<file path="src/rtl/fma_normalize_iter.sv">
// Iterative post-normalizer feeding the FMA rounder.
// Right shift on carry-out, bounded left shifts otherwise.
module fma_normalize_iter #(
  parameter int STEP = 16,
  parameter int EMAX = 2047
) (
  input  logic         clk,
  input  logic         reset_n,
  input  logic         in_valid,
  output logic         in_ready,
  input  logic [105:0] sum_in,
  input  logic [12:0]  exp_in,
  input  logic         sticky_in,
  output logic         out_valid,
  input  logic         out_ready,
  output logic [53:0]  v_out,
  output logic [12:0]  exp_out,
  output logic         zero_out,
  output logic         denorm_out,
  output logic         overflow_out
);

  typedef enum logic [1:0] {
    IDLE,
    ALIGN,
    SHIFT,
    DONE
  } state_t;

  localparam logic signed [12:0] EMAX_S = 13'(EMAX);
  localparam logic signed [12:0] STEP_S = 13'(STEP);

  state_t r_state;
  state_t w_state_nxt;

  logic [105:0]       r_m;
  logic [105:0]       w_m_nxt;
  logic signed [12:0] r_e;
  logic signed [12:0] w_e_nxt;
  logic               r_st;
  logic               w_st_nxt;

  logic [53:0]        r_v;
  logic [12:0]        r_exp;
  logic               r_zero;
  logic               r_den;
  logic               r_ovf;

  logic [6:0]         w_lz;
  logic signed [12:0] w_em1;
  logic signed [12:0] w_sh;
  logic               w_zero;
  logic               w_den;
  logic               w_fin;

  function automatic logic [6:0] lzc105(
    input logic [104:0] m
  );
    logic [6:0] n;
    logic       found;
    n     = 7'd105;
    found = 1'b0;
    for (int i = 104; i >= 0; i--) begin
      if (!found && m[i]) begin
        n     = 7'(104 - i);
        found = 1'b1;
      end
    end
    return n;
  endfunction

  // Shift distance: leading zeros, clipped by STEP and the E=1 floor.
  always_comb begin
    w_lz  = lzc105(r_m[104:0]);
    w_em1 = r_e - 13'sd1;
    w_sh  = {6'd0, w_lz};
    if (STEP_S < w_sh) w_sh = STEP_S;
    if (w_em1 < w_sh) w_sh = w_em1;
  end

  always_comb begin
    w_state_nxt = r_state;
    w_m_nxt     = r_m;
    w_e_nxt     = r_e;
    w_st_nxt    = r_st;
    unique case (r_state)
      IDLE: begin
        if (in_valid) begin
          w_m_nxt     = sum_in;
          w_e_nxt     = exp_in;
          w_st_nxt    = sticky_in;
          w_state_nxt = ALIGN;
        end
      end
      ALIGN: begin
        w_state_nxt = DONE;
        if (r_m == '0) begin
          w_e_nxt = '0;
        end else if (r_m[105]) begin
          w_m_nxt  = r_m >> 1;
          w_st_nxt = r_st | r_m[0];
          w_e_nxt  = r_e + 13'sd1;
        end else if (r_m[104]) begin
          w_state_nxt = DONE;
        end else if (r_e <= 13'sd1) begin
          w_state_nxt = DONE;
        end else begin
          w_state_nxt = SHIFT;
        end
      end
      SHIFT: begin
        w_m_nxt = r_m << w_sh[6:0];
        w_e_nxt = r_e - w_sh;
        if (w_m_nxt[104] || (w_e_nxt == 13'sd1))
          w_state_nxt = DONE;
      end
      DONE: begin
        if (out_ready) w_state_nxt = IDLE;
      end
      default: w_state_nxt = IDLE;
    endcase
  end

  assign w_zero = ~|w_m_nxt & ~w_st_nxt;
  assign w_den  = ~w_m_nxt[104] & ~w_zero;
  assign w_fin  = (w_state_nxt == DONE) &&
                  (r_state != DONE);

  always_ff @(posedge clk or negedge reset_n) begin
    if (!reset_n) begin
      r_state <= IDLE;
    end else begin
      r_state <= w_state_nxt;
    end
  end

  always_ff @(posedge clk or negedge reset_n) begin
    if (!reset_n) begin
      r_m  <= '0;
      r_e  <= '0;
      r_st <= 1'b0;
    end else begin
      r_m  <= w_m_nxt;
      r_e  <= w_e_nxt;
      r_st <= w_st_nxt;
    end
  end

  // Result is captured once, on the transition into DONE.
  always_ff @(posedge clk or negedge reset_n) begin
    if (!reset_n) begin
      r_v    <= '0;
      r_exp  <= '0;
      r_zero <= 1'b0;
      r_den  <= 1'b0;
      r_ovf  <= 1'b0;
    end else if (w_fin) begin
      r_v    <= {w_m_nxt[103:52], w_m_nxt[51],
                 (|w_m_nxt[50:0]) | w_st_nxt};
      r_exp  <= (w_den | w_zero) ? '0 : w_e_nxt;
      r_zero <= w_zero;
      r_den  <= w_den;
      r_ovf  <= (w_e_nxt >= EMAX_S) & ~w_zero;
    end
  end

  assign in_ready     = (r_state == IDLE);
  assign out_valid    = (r_state == DONE);
  assign v_out        = r_v;
  assign exp_out      = r_exp;
  assign zero_out     = r_zero;
  assign denorm_out   = r_den;
  assign overflow_out = r_ovf;

endmodule

</file>
<file path="config.mk">
export PLATFORM = sky130hd
export DESIGN_NAME = fma_normalize_iter
export DESIGN_NICKNAME = d
export VERILOG_FILES = /design/src/rtl/fma_normalize_iter.sv
export SDC_FILE = /design/constraint.sdc
export NUM_CORES = 1
export LEC_CHECK = 0
export ABC_AREA = 1
export BUFFER_PORTS_ARGS = -buffer_cell sky130_fd_sc_hd__buf_2
export CELL_PAD_IN_SITES_DETAIL_PLACEMENT = 1
export CELL_PAD_IN_SITES_GLOBAL_PLACEMENT = 2
export CORE_MARGIN = 2
export CORE_UTILIZATION = 35
export CTS_CLUSTER_SIZE = 20
export DETAILED_ROUTE_END_ITERATION = 7
export PLACE_DENSITY = 0.88
export RECOVER_POWER = 50
export SLEW_MARGIN = 25
export SYNTH_ARGS = -nofsm -noshare
export SYNTH_HDL_FRONTEND = slang
export SYNTH_SLANG_ARGS = --single-unit
</file>
<file path="constraint.sdc">
create_clock -name clk -period 11.37 [get_ports clk]
set_input_delay 1.137 -clock clk [delete_from_list [all_inputs] [get_ports clk]]
set_output_delay 1.137 -clock clk [all_outputs]
set_load 0.05 [all_outputs]
</file>
==> impl_results.md <==
* Status: finished with violations
* Failing checks: max-capacitance violations, max-slew violations
* Hold path endpoint: v_out[9]
* Main synth FF type: dfrtp_1
* Slew HR at -250%
* Avg Inst Size Synth at between 5 and 6 um2
* Final GP Congestion at between 1 and 1.5
* Final Slew Violations at a little under 200
* FF-to-FF path depth at 49
* Worst setup SP type: flip-flop
* Layout cell share with drive strength beyond 1 at around 7.3%
* Postcts setup bufs at 0
* Synthesized area at 22900 um2
* # resized after CTS at 0
* Gr ovfl total at 0
* H-tree levels at 4
* Yosys cell types at 54
* Die width at ~260 um
* Max Clk Rate at ~0.1 GHz
* Port Buffers at 195
* Endpoints failing hold at 0
* DP HPWL at about 100000 um
* CTS Buffer Depth at 2
* Largest stage delay, worst path at between 700 and 800 ps
* MaxCap Viol Count at 3
* Routed wire length per instance at approximately 27 um
* Worst Hold Depth at 2
* Critical Path Most Common Cell: nand2_1
* Tmin final at about 9800 ps
* Synth Warn # at 0
* HP Class: reg2reg
* All-Layer GR Usage at 38.5%
* CTS tree: built
* Area Growth Syn to Fin at 7.96%
* CP Capture Type: flip-flop
* Worst EP arrival at just over 10000 ps
* Worst Path Max Fanout at 78
* Die area at slightly below 70000 um2
* TritonCTS Buffers at 17
* Yosys reg bits at about 190
* Flop2flop setup slack at 1530 ps
* Worst path required time at ~12000 ps
* Root Driver: clkbuf_16
* Initial Util at between 30% and 40%
* Core ar. at between 60000 and 70000 um2
* Standard-cell row count at between 90 and 100
* Die Ht at between 200 and 300 um
* I/O pin count at 196
* Clk_lat worst skew at around 530 ps
* Reg-to-Reg Start: r_m[101]
* Reg-to-reg endpoint: v_out[8]
* DRC at 0
* Via Count at a little over 30000
* Crit share post-route at between 80% and 90%
* Final setup vio count at 0
* Syn Inst Count at around 4100
* CTS Hold Bufs at 0
* Via/cell ratio at about 6.2
* RSZ-0062 raised after global routing: false
* Delay-heaviest family, CP: simple AND/OR/NAND/NOR gates
* Pre-Repair DR Iteration Count at 6
* Layout Skew at 18.2 ps
* Initial antenna violation count at 3
* WS Path Type: reg2reg
* Antenna Violating Nets Remaining at 0
* Register area share after synthesis at around a fifth
* Nets@finish at between 4000 and 5000
* Largest net degree at the start of global routing at around 130
* CP Launch Point: r_m[101]
* Vias in the first global route at between 20000 and 30000
* 1st-iter DRT viols at ~4200
* Slowest-stage cell, CP: buf_4
* Buf+Inv Stages, Crit Path at 6
* TritonCTS sink count at approximately 190
* Hold Startpoint: v_out[9]
* Worst-path clk slew at 100 ps
* Final wirelength at between 100000 and 150000 um
* Post-synth EDFFs at 0
* Worst slew pin tran at ~5300 ps
* Global-route wire length before repair at 193000 um
* Synth async-reset ratio at 100%
* Setup TNS at 0 ps
-- per-stage QoR --
step	util [%]	std cells	hold slack [ps]	setup WS [ps]	area, um2
after CTS	38.3	4921	500	1940	24800
after detailed placement	37.3	4889	471	1970	24100
after floorplan	-	4082	492	3980	22900
final	38.3	4923	495	1530	24700
after global placement	37.3	4889	467	2230	24100
after global routing	38.2	4922	526	874	24700
-- logic make-up after synthesis --
kind of cell | Yosys count | synth area share, %
adder cells (fa/ha/maj) | 18 | 1.02
flip-flops | 192 | 21.0
other | 1 | 0.0164
XOR/XNOR | 21 | 0.804
buffers and inverters | 622 | 11.4
AND/OR/NAND/NOR | 2578 | 49.7
AO/OA/AOI/OAI | 649 | 16.0
-- worst max path at each step --
| stage | cells after the start | to | slack (ps) |
|---|---|---|---|
| 3_3_place_gp | 49 | v_out[6] | 2230 |
| 6_report | 49 | v_out[8] | 1530 |
| 4_1_cts | 49 | v_out[29] | 1940 |
| 2_1_floorplan | 64 | v_out[0] | 3980 |
| 3_5_place_dp | 48 | v_out[10] | 1970 |
| 5_1_grt | 59 | v_out[29] | 870 |
-- flip-flops by register name, summed over array words and instances (netlist names) --
signal and flops:
r_st 1, exp_out 13, r_state 2, overflow_out 1, v_out 54, r_m 106, r_e 13, denorm_out 1
zero_out 1
-- cell usage after synthesis, types with 2 or more instances --
library cell / count / share of area, %
nor2_4: 4 / 0.20
buf_1: 16 / 0.26
inv_1: 307 / 5.0
xor2_1: 17 / 0.65
buf_2: 97 / 2.1
o22ai_1: 5 / 0.14
nand3_2: 4 / 0.17
nand3b_1: 2 / 0.066
nand2_1: 1236 / 20
nor2_1: 154 / 2.5
o2111ai_1: 3 / 0.11
inv_2: 13 / 0.21
nand3_1: 1047 / 23
xnor2_1: 4 / 0.15
clkbuf_1: 151 / 2.5
buf_4: 17 / 0.56
o31ai_1: 3 / 0.098
a21oi_1: 178 / 3.9
ha_1: 17 / 0.93
o21ai_1: 40 / 0.87
dfrtp_1: 192 / 21
o211ai_1: 22 / 0.72
o21ai_2: 2 / 0.077
nand2_2: 6 / 0.16
o21ai_0: 285 / 6.2
a211oi_1: 79 / 2.6
a41oi_1: 3 / 0.11
o21a_1: 2 / 0.066
nor4_1: 10 / 0.27
a22o_1: 14 / 0.54
buf_6: 13 / 0.64
a22oi_1: 3 / 0.098
o221ai_1: 3 / 0.11
nor3_1: 37 / 0.81
o21bai_1: 2 / 0.066
clkinv_1: 8 / 0.13
nand4_1: 65 / 1.8
nor2_2: 4 / 0.11
-- cell usage in the layout, fill, tap and decap left out, types with 5 or more instances in the layout --
cell	synthesis	layout
nor2_4	4	8
o21ai_0	285	285
buf_4	17	47
ha_1	17	17
a21oi_1	178	178
a22o_1	14	14
clkinv_8	0	5
a211oi_1	79	79
nand2_2	6	7
o211ai_1	22	22
nand4_1	65	65
nor2_1	154	150
o22ai_1	5	5
inv_12	0	5
clkbuf_16	0	17
nand3_1	1047	1047
nor3_1	37	37
dfrtp_1	192	191
buf_2	97	157
inv_1	307	306
nor4_1	10	10
o21ai_1	40	38
inv_2	13	10
xor2_1	17	17
clkbuf_1	151	39
clkinv_1	8	7
nand2_1	1236	1232
-- metal layers --
metal / track usage, % / vias to the layer above / share of wire [%]
met5: 0 / - / 0.0099
met4: 18.8 / 2 / 5.3
met3: 9.45 / 271 / 11
met2: 56.3 / 1595 / 42
met1: 52.6 / 15010 / 42
li1: - / 13725 / -
-- layout make-up --
class                      count  area [um2]
timing repair buffer         247        1350
inverter                     328        1240
sequential                   192        4810
antenna                        1        2.50
tap                          855        1070
clock buffer                  17         425
multi-input combinational   3268       15600
fill                        9071       39900
clock inverter                15         243
-- tightest hold or removal path, stage by stage (launching register included) --
cell and delay (ps):
dfrtp_1 350, nand2_1 50, o21ai_0 60
Power is left out: the tool's default activity adds up to more than one toggle a clock period on the data nets, which glitch-free logic cannot reach.
